--- src/rtl/alu_md_unit.sv ---
// Execute-stage ALU with an iterative multiply/divide engine.
// HI/LO are written one result per WIDTH-cycle mul/div run, or by mthi/mtlo.
module alu_md_unit #(
    parameter int WIDTH = 32,
    parameter int SHW   = $clog2(WIDTH)
) (
    input  logic             clk,
    input  logic             rst,
    input  logic             in_valid,
    input  logic [4:0]       alu_control,
    input  logic [WIDTH-1:0] rs,
    input  logic [WIDTH-1:0] rt,
    input  logic [SHW-1:0]   shamt,
    output logic [WIDTH-1:0] alu_out,
    output logic             overflow,
    output logic             busy,
    output logic             done,
    output logic [WIDTH-1:0] hi,
    output logic [WIDTH-1:0] lo
);

    localparam logic [4:0] OP_SLL   = 5'h00;
    localparam logic [4:0] OP_SRL   = 5'h01;
    localparam logic [4:0] OP_SRA   = 5'h02;
    localparam logic [4:0] OP_SLLV  = 5'h03;
    localparam logic [4:0] OP_SRLV  = 5'h04;
    localparam logic [4:0] OP_SRAV  = 5'h05;
    localparam logic [4:0] OP_ADD   = 5'h06;
    localparam logic [4:0] OP_ADDU  = 5'h07;
    localparam logic [4:0] OP_SUB   = 5'h08;
    localparam logic [4:0] OP_SUBU  = 5'h09;
    localparam logic [4:0] OP_AND   = 5'h0A;
    localparam logic [4:0] OP_OR    = 5'h0B;
    localparam logic [4:0] OP_XOR   = 5'h0C;
    localparam logic [4:0] OP_NOR   = 5'h0D;
    localparam logic [4:0] OP_SLT   = 5'h0E;
    localparam logic [4:0] OP_SLTU  = 5'h0F;
    localparam logic [4:0] OP_LUI   = 5'h10;
    localparam logic [4:0] OP_MULT  = 5'h11;
    localparam logic [4:0] OP_MULTU = 5'h12;
    localparam logic [4:0] OP_DIV   = 5'h13;
    localparam logic [4:0] OP_DIVU  = 5'h14;
    localparam logic [4:0] OP_MFHI  = 5'h15;
    localparam logic [4:0] OP_MFLO  = 5'h16;
    localparam logic [4:0] OP_MTHI  = 5'h17;
    localparam logic [4:0] OP_MTLO  = 5'h18;

    localparam logic [SHW-1:0] LAST = SHW'(WIDTH - 1);

    typedef enum logic [1:0] {
        S_IDLE,
        S_MUL,
        S_DIV
    } state_t;

    state_t           state_q, state_d;
    logic [SHW-1:0]   cnt_q, cnt_d;
    logic [WIDTH-1:0] acc_hi_q, acc_hi_d;
    logic [WIDTH-1:0] acc_lo_q, acc_lo_d;
    logic [WIDTH-1:0] oper_q, oper_d;
    logic             neg_q, neg_d;
    logic             rneg_q, rneg_d;
    logic             div0_q, div0_d;
    logic             done_q, done_d;
    logic [WIDTH-1:0] hi_q, hi_d;
    logic [WIDTH-1:0] lo_q, lo_d;

    logic [WIDTH-1:0] sum, diff;
    logic [WIDTH:0]   mul_sum;
    logic [WIDTH-1:0] mul_hi_n, mul_lo_n;
    logic [WIDTH:0]   div_sh;
    logic [WIDTH+1:0] div_tr;
    logic             div_ok;
    logic [WIDTH-1:0] div_hi_n, div_lo_n;
    logic [2*WIDTH-1:0] prod;
    logic [WIDTH-1:0] quo, rem;

    function automatic logic [WIDTH-1:0] mag(
        input logic [WIDTH-1:0] v,
        input logic             s
    );
        return s ? (~v + 1'b1) : v;
    endfunction

    assign sum  = rs + rt;
    assign diff = rs - rt;

    assign busy = (state_q != S_IDLE);
    assign done = done_q;
    assign hi   = hi_q;
    assign lo   = lo_q;

    // Combinational ALU result and signed overflow flag
    always_comb begin
        alu_out  = '0;
        overflow = 1'b0;
        case (alu_control)
            OP_SLL:  alu_out = rt << shamt;
            OP_SRL:  alu_out = rt >> shamt;
            OP_SRA:  alu_out = $signed(rt) >>> shamt;
            OP_SLLV: alu_out = rt << rs[SHW-1:0];
            OP_SRLV: alu_out = rt >> rs[SHW-1:0];
            OP_SRAV: alu_out = $signed(rt) >>> rs[SHW-1:0];
            OP_ADD: begin
                alu_out  = sum;
                overflow = (rs[WIDTH-1] == rt[WIDTH-1])
                         & (sum[WIDTH-1] != rs[WIDTH-1]);
            end
            OP_ADDU: alu_out = sum;
            OP_SUB: begin
                alu_out  = diff;
                overflow = (rs[WIDTH-1] != rt[WIDTH-1])
                         & (diff[WIDTH-1] != rs[WIDTH-1]);
            end
            OP_SUBU: alu_out = diff;
            OP_AND:  alu_out = rs & rt;
            OP_OR:   alu_out = rs | rt;
            OP_XOR:  alu_out = rs ^ rt;
            OP_NOR:  alu_out = ~(rs | rt);
            OP_SLT:  alu_out = {{(WIDTH-1){1'b0}}, $signed(rs) < $signed(rt)};
            OP_SLTU: alu_out = {{(WIDTH-1){1'b0}}, rs < rt};
            OP_LUI:  alu_out = {rt[WIDTH/2-1:0], {(WIDTH/2){1'b0}}};
            OP_MFHI: alu_out = hi_q;
            OP_MFLO: alu_out = lo_q;
            default: alu_out = '0;
        endcase
    end

    // One shift-add multiply step and one restoring divide step
    always_comb begin
        mul_sum  = {1'b0, acc_hi_q} + (acc_lo_q[0] ? {1'b0, oper_q} : '0);
        mul_hi_n = mul_sum[WIDTH:1];
        mul_lo_n = {mul_sum[0], acc_lo_q[WIDTH-1:1]};
        div_sh   = {acc_hi_q, acc_lo_q[WIDTH-1]};
        div_tr   = {1'b0, div_sh} - {2'b00, oper_q};
        div_ok   = ~div_tr[WIDTH+1];
        div_hi_n = div_ok ? div_tr[WIDTH-1:0] : div_sh[WIDTH-1:0];
        div_lo_n = {acc_lo_q[WIDTH-2:0], div_ok};
    end

    // Sign-corrected final results from the last iteration
    always_comb begin
        prod = {mul_hi_n, mul_lo_n};
        if (neg_q) begin
            prod = ~prod + 1'b1;
        end
        quo = neg_q ? (~div_lo_n + 1'b1) : div_lo_n;
        if (div0_q) begin
            quo = '1;
        end
        rem = rneg_q ? (~div_hi_n + 1'b1) : div_hi_n;
    end

    // Engine next-state: accept, iterate, and write HI/LO
    always_comb begin
        state_d  = state_q;
        cnt_d    = cnt_q;
        acc_hi_d = acc_hi_q;
        acc_lo_d = acc_lo_q;
        oper_d   = oper_q;
        neg_d    = neg_q;
        rneg_d   = rneg_q;
        div0_d   = div0_q;
        done_d   = 1'b0;
        hi_d     = hi_q;
        lo_d     = lo_q;
        case (state_q)
            S_IDLE: begin
                if (in_valid) begin
                    case (alu_control)
                        OP_MULT, OP_MULTU: begin
                            state_d  = S_MUL;
                            cnt_d    = '0;
                            acc_hi_d = '0;
                            acc_lo_d = mag(rt, (alu_control == OP_MULT) & rt[WIDTH-1]);
                            oper_d   = mag(rs, (alu_control == OP_MULT) & rs[WIDTH-1]);
                            neg_d    = (alu_control == OP_MULT)
                                     & (rs[WIDTH-1] ^ rt[WIDTH-1]);
                            rneg_d   = 1'b0;
                            div0_d   = 1'b0;
                        end
                        OP_DIV, OP_DIVU: begin
                            state_d  = S_DIV;
                            cnt_d    = '0;
                            acc_hi_d = '0;
                            acc_lo_d = mag(rs, (alu_control == OP_DIV) & rs[WIDTH-1]);
                            oper_d   = mag(rt, (alu_control == OP_DIV) & rt[WIDTH-1]);
                            neg_d    = (alu_control == OP_DIV)
                                     & (rs[WIDTH-1] ^ rt[WIDTH-1]);
                            rneg_d   = (alu_control == OP_DIV) & rs[WIDTH-1];
                            div0_d   = (rt == '0);
                        end
                        OP_MTHI: hi_d = rs;
                        OP_MTLO: lo_d = rs;
                        default: ;
                    endcase
                end
            end
            S_MUL: begin
                acc_hi_d = mul_hi_n;
                acc_lo_d = mul_lo_n;
                cnt_d    = cnt_q + 1'b1;
                if (cnt_q == LAST) begin
                    state_d = S_IDLE;
                    cnt_d   = '0;
                    done_d  = 1'b1;
                    hi_d    = prod[2*WIDTH-1:WIDTH];
                    lo_d    = prod[WIDTH-1:0];
                end
            end
            S_DIV: begin
                acc_hi_d = div_hi_n;
                acc_lo_d = div_lo_n;
                cnt_d    = cnt_q + 1'b1;
                if (cnt_q == LAST) begin
                    state_d = S_IDLE;
                    cnt_d   = '0;
                    done_d  = 1'b1;
                    hi_d    = rem;
                    lo_d    = quo;
                end
            end
            default: state_d = S_IDLE;
        endcase
    end

    // State and HI/LO registers; reset abandons any running operation
    always_ff @(posedge clk) begin
        if (rst) begin
            state_q  <= S_IDLE;
            cnt_q    <= '0;
            acc_hi_q <= '0;
            acc_lo_q <= '0;
            oper_q   <= '0;
            neg_q    <= 1'b0;
            rneg_q   <= 1'b0;
            div0_q   <= 1'b0;
            done_q   <= 1'b0;
            hi_q     <= '0;
            lo_q     <= '0;
        end else begin
            state_q  <= state_d;
            cnt_q    <= cnt_d;
            acc_hi_q <= acc_hi_d;
            acc_lo_q <= acc_lo_d;
            oper_q   <= oper_d;
            neg_q    <= neg_d;
            rneg_q   <= rneg_d;
            div0_q   <= div0_d;
            done_q   <= done_d;
            hi_q     <= hi_d;
            lo_q     <= lo_d;
        end
    end

endmodule
--- config.mk ---
export PLATFORM = sky130hd
export DESIGN_NAME = alu_md_unit
export DESIGN_NICKNAME = d
export VERILOG_FILES = /design/src/rtl/alu_md_unit.sv
export SDC_FILE = /design/constraint.sdc
export NUM_CORES = 2
export LEC_CHECK = 0
export CAP_MARGIN = 10
export CORE_MARGIN = 5
export CORE_UTILIZATION = 51
export CTS_CLUSTER_SIZE = 40
export DETAILED_ROUTE_END_ITERATION = 6
export PLACE_DENSITY = 0.7
export RECOVER_POWER = 50
export SYNTH_ARGS = -nofsm -noshare
export SYNTH_HDL_FRONTEND = slang
export SYNTH_SLANG_ARGS = --single-unit
--- constraint.sdc ---
create_clock -name clk -period 8.2 [get_ports clk]
set_input_delay 1.23 -clock clk [delete_from_list [all_inputs] [get_ports clk]]
set_output_delay 1.23 -clock clk [all_outputs]
set_load 0.005 [all_outputs]
; ---- After elaboration in Yosys (flattened, before gate mapping)
; Cells that the tools add are included.
[word_totals]
reg_bits = 171
out_inout_bits = 99
input_bits = 77
wordCells = 150
[op_classes]
order_cmp = 2
eq_ne = 39
n_reduce_logical = 21
n_mux = 41
bitwise = 20
n_shift = 6
addsub = 10
[ops]
columns = operator, n
row1 = two-way mux 32 bit, 20
row2 = case mux 32 bit (17 select lines), 1
row3 = case mux 32 bit (3 select lines), 4
row4 = inverter 32 bit, 5
row5 = adder 32 x 1 -> 32 bit (second input constant), 4
row6 = case mux 32 bit (2 select lines), 2
row7 = adder 64 x 1 -> 64 bit (second input constant), 1
row8 = less-than comparator 32 bit, 2
row9 = two-way mux 64 bit, 1
row10 = inverter 64 bit, 1
row11 = left shift 32 x 5 -> 32 bit, 2
row12 = right shift 32 x 5 -> 32 bit, 2
row13 = >>> shifter 32 x 5 -> 32 bit, 2
row14 = equality test 5 bit (second input constant), 10
row15 = equality test 5 x 4 -> 1 bit (second input constant), 8
row16 = subtractor 33 x 32 -> 34 bit, 1
row17 = adder 32 x 32 -> 33 bit, 1
row18 = adder 32 bit, 1
row19 = bitwise AND 32 bit, 1
row20 = logical NOT 32 bit, 1
row21 = bitwise OR 32 bit, 1
row22 = subtractor 32 bit, 1
row23 = bitwise XOR 32 bit, 1
row24 = equality test 5 x 3 -> 1 bit (second input constant), 4
row25 = 27 further kinds, 62

; ---- Longest topological paths before layout
[logic_depth]
ltp_word = 8
mapped_depth = 23
mapped_depth_nobuf = 18

; ---- Least setup slack after synthesis
; Ideal clock, no wire load.
[synth_path]
path_type = input to output
start = in rt[8]
end = out alu_out[28]
required_ns = 6.970
path_buffers = 2
stages = 15
setup_slack_ns = 2.195
arrival_ns = 4.775
cell_sequence = clkbuf_1 -> inv_1 -> ha_1 -> clkbuf_1 -> inv_1 -> o21bai_1 -> a2111oi_0 -> or3_1 -> o21a_1 -> o41ai_1 -> a21boi_0 -> o21ai_0 -> a41oi_1 -> or3_1 -> o21ai_0
[synth_between]
elab_chain_len = 2
word_cells_on_any_way = 9
cone_classes = 2 x add/sub / 6 x shift / 1 x mux
[synth_lines]
columns = item, line_no
row1 = start: declaration, 12  ; input logic [WIDTH-1:0] rt,
row2 = "subtractor 32 bit, or another cell as far along", 86  ; assign diff = rs - rt;
row3 = case mux 32 bit (17 select lines) (*), 97  ; case (alu_control)
row4 = end: declaration, 14  ; output logic [WIDTH-1:0] alu_out,
; Every way passes the cells marked *; elsewhere a longest branch is shown, timed or not.

; ---- Worst setup path after layout
[layout_path]
start = in rs[0]
end = out alu_out[0]
[layout_between]
elab_chain_len = 3
word_cells_on_any_way = 12
cone_classes = 2 x add/sub / 2 x order compare / 3 x shift / 1 x mux / 4 x bitwise
[layout_lines]
columns = item, line_no
row1 = start: declaration, 11  ; input logic [WIDTH-1:0] rs,
row2 = branches (longest 2 deep; another with subtractor 32 bit), n/a
row3 = case mux 32 bit (17 select lines) (*), 97
; Mark *: on every way between the ends.

==> run metrics <==
crit-path max FO=4; Place WS=0.537 ns; gr usage total=47.5%; routed len/inst=30.9 um; initial core utilization=51.7%; clk slew on worst S/H paths=0.08 ns; Final period util=98.3%; Period minus WS final=8.06 ns; CP Launch Type=input port; Worst Path Arrival=6.83 ns; Die H=244 um; fraction of layout cells with a size suffix above 1=7.09%; WP data required=6.97 ns; vias per inst=7.26; core area=54000 um^2; Internal=1.87 mW; Worst setup EP type=primary output; Synth Instances=4196; Vias=35500; Pre-antenna DRT Iters=7; Yosys cell types=102; Comb pwr share=50.7%; RSZ-0062 raised after global routing=no; Hold Crit Class=flop to flop; FF/Latch Area=3420 um^2; worst slew pin tran=5.54 ns; # port buffers=175; Fmax achieved=0.124 GHz; Syn Std Cell Area=27900 um^2; register area share after synthesis=12.3%; IO Pins=176; Max-slew headroom=-269%; Max Cap Violations=2; clk_lat worst skew=0.46 ns; EDFF count, synth=0; Die ar.=59500 um^2; maximum vdd drop=155 uV; vias in the first global route=31500; largest net degree at the start of global routing=115; P_sw=1.70 mW; worst-path cell chain=clkdlybuf4s50_1 > inv_1 > ha_1 > fa_1 > o21bai_1 > a21oi_1 > o21bai_1 > a21oi_1 > o31ai_1 > a211o_1 > a2111oi_0 > nor4_1 > nor4_1 > buf_4 > o31ai_1 > a21oi_1 > buf_4 > or4_1 > clkdlybuf4s50_1; post-synth net total=4447; max incr delay on CP=0.61 ns; slowest CP cell=clkdlybuf4s50_1; setup_tns=0 ns; final hold vios=0; CTS sink cnt=171; DRC viols=1; warnings from Yosys=0; Clk pwr share=24.3%; Rows=85; GP Congestion=1.14; failing checks=design-rule violations, max-capacitance violations, max-slew violations; number of synthesized register bits=171; Net Sw Frac=47.6%; final setup violation count=0; CP dominant cell by count=a21oi_1; skew final=0.0173 ns; Leak=12.3 nW; post-CTS repair timing setup buffer count=0; # resized after CTS=0; fin nets=4427; clock root buffer=clkbuf_16; multi-input combinational cell area=22700 um^2; initial antenna violation count=22; first-pass GRT wire length=215 mm; most frequent cells in the layout=nor2_1 (576), nand2_1 (417), a21oi_1 (410), o21ai_0 (233), xnor2_1 (208); final worst setup slack=0.136 ns; DR iter-0 viols=6569; Max Transition Viols Final=175; CTS Buf Count=17; CTS tree=yes; Die Wd=244 um; Seq pwr share=25.0%; status=complete, but fails checks; remaining global-route overflow=0; Hold-fix buffers, CTS=0; H-tree depth=4; Final Routed Wirelength=151 mm; leading cell type in the layout, fill and taps excluded=nor2_1; ANT nets after route=0; Primary FF master, synth=dfxtp_1; Layout fillers=5328; synth-to-layout area growth=11.5%; clk buf depth=2; DP HPWL=119 mm; post-synthesis area per instance=6.65 um^2; P per Cell Area=114 nW/um^2; critical path start-end classification=input port to primary output; ys async rst share=0%
-- per-layer routing --
layer	part of all wire [%]	global-route usage (%)	up-vias
li1	-	-	15400
met1	39	64.0	16500
met2	37	62.5	3016
met3	18	23.2	584
met4	6.3	23.2	26
met5	0.14	0	-
-- power by group through the flow --
stage / Sequential, mW / Combinational (mW) / Clock [mW]
after floorplan: 0.879 / 1.04 / 0
after global placement: 0.906 / 1.69 / 0
after detailed placement: 0.906 / 1.69 / 0
after CTS: 0.887 / 1.70 / 0.864
after global routing: 0.891 / 1.86 / 0.902
final: 0.891 / 1.81 / 0.867
-- sequential cells by signal (all words and copies together) (netlist names), 2 cells and up --
| register | count |
|---|---|
| acc_hi_q | 32 |
| acc_lo_q | 32 |
| cnt_q | 5 |
| hi | 32 |
| lo | 32 |
| oper_q | 32 |
| state_q | 2 |
-- kinds of logic after synthesis --
logic type / synth area share, %
mux: 7.41
buf+inv: 7.11
simple gates: 23.9
compound gates: 33.7
xor+xnor: 7.78
flops: 12.3
fa+ha+maj: 7.90
-- metrics by stage --
stage / total power [mW] / area [um^2] / hold WS, ns / util, % / instances
after floorplan: 1.92 / 27900 / 0.436 / - / 4196
after global placement: 2.60 / 30500 / 0.444 / 56.4 / 4853
after detailed placement: 2.59 / 30500 / 0.447 / 56.4 / 4853
after CTS: 3.45 / 31100 / 0.457 / 57.6 / 4885
after global routing: 3.65 / 31100 / 0.473 / 57.6 / 4888
final: 3.56 / 31100 / 0.460 / 57.6 / 4896
-- worst max-delay path, delay by kind of cell --
| kind | cells | cell delay, ns |
|---|---|---|
| AOI/OAI and AO/OA | 9 | 2.23 |
| adders and majority gates | 2 | 0.72 |
| and+or+nand+nor | 3 | 0.97 |
| buffers and inverters | 5 | 1.68 |
-- synthesized netlist by cell type, types with 34 or more instances --
| cell type | count | area share (%) |
|---|---|---|
| o31ai_1 | 36 | 0.97 |
| a22oi_1 | 70 | 1.9 |
| inv_1 | 151 | 2.0 |
| nand2_1 | 418 | 5.6 |
| a31oi_1 | 35 | 0.78 |
| o21bai_1 | 34 | 0.91 |
| xor2_1 | 40 | 1.3 |
| nor3_1 | 119 | 2.1 |
| a21o_1 | 49 | 1.3 |
| buf_1 | 39 | 0.52 |
| ha_1 | 170 | 7.6 |
| xnor2_1 | 208 | 6.5 |
| a221oi_1 | 117 | 3.7 |
| a211oi_1 | 79 | 2.1 |
| nor2_1 | 578 | 7.8 |
| mux2i_1 | 173 | 6.2 |
| clkbuf_1 | 313 | 4.2 |
| o21ai_0 | 233 | 4.2 |
| dfxtp_1 | 171 | 12 |
| or3_1 | 56 | 1.3 |
| a21oi_1 | 416 | 7.5 |
| nand4_1 | 34 | 0.76 |
| o211ai_1 | 61 | 1.6 |
| nand3_1 | 81 | 1.5 |
-- worst paths after layout --
path              cells past startpoint  startpoint  slack, ns    endpoint
setup / recovery                     19       rs[0]       0.14  alu_out[0]
setup reg to reg                     17  oper_q[12]       2.46      lo[30]
hold / removal                        2  oper_q[15]       0.46  oper_q[15]
hold reg to reg                       2  oper_q[15]       0.46  oper_q[15]
-- area by class of cell --
class | instances | share of cell area, %
clock buffer | 17 | 1.37
timing repair buffer | 328 | 9.28
antenna | 11 | 0.0884
sequential | 171 | 11.0
clock inverter | 15 | 0.667
inverter | 155 | 1.87
multi-input combinational | 3503 | 72.9
tap | 696 | 2.80
No activity file was read; power rests on OpenSTA's default activity.
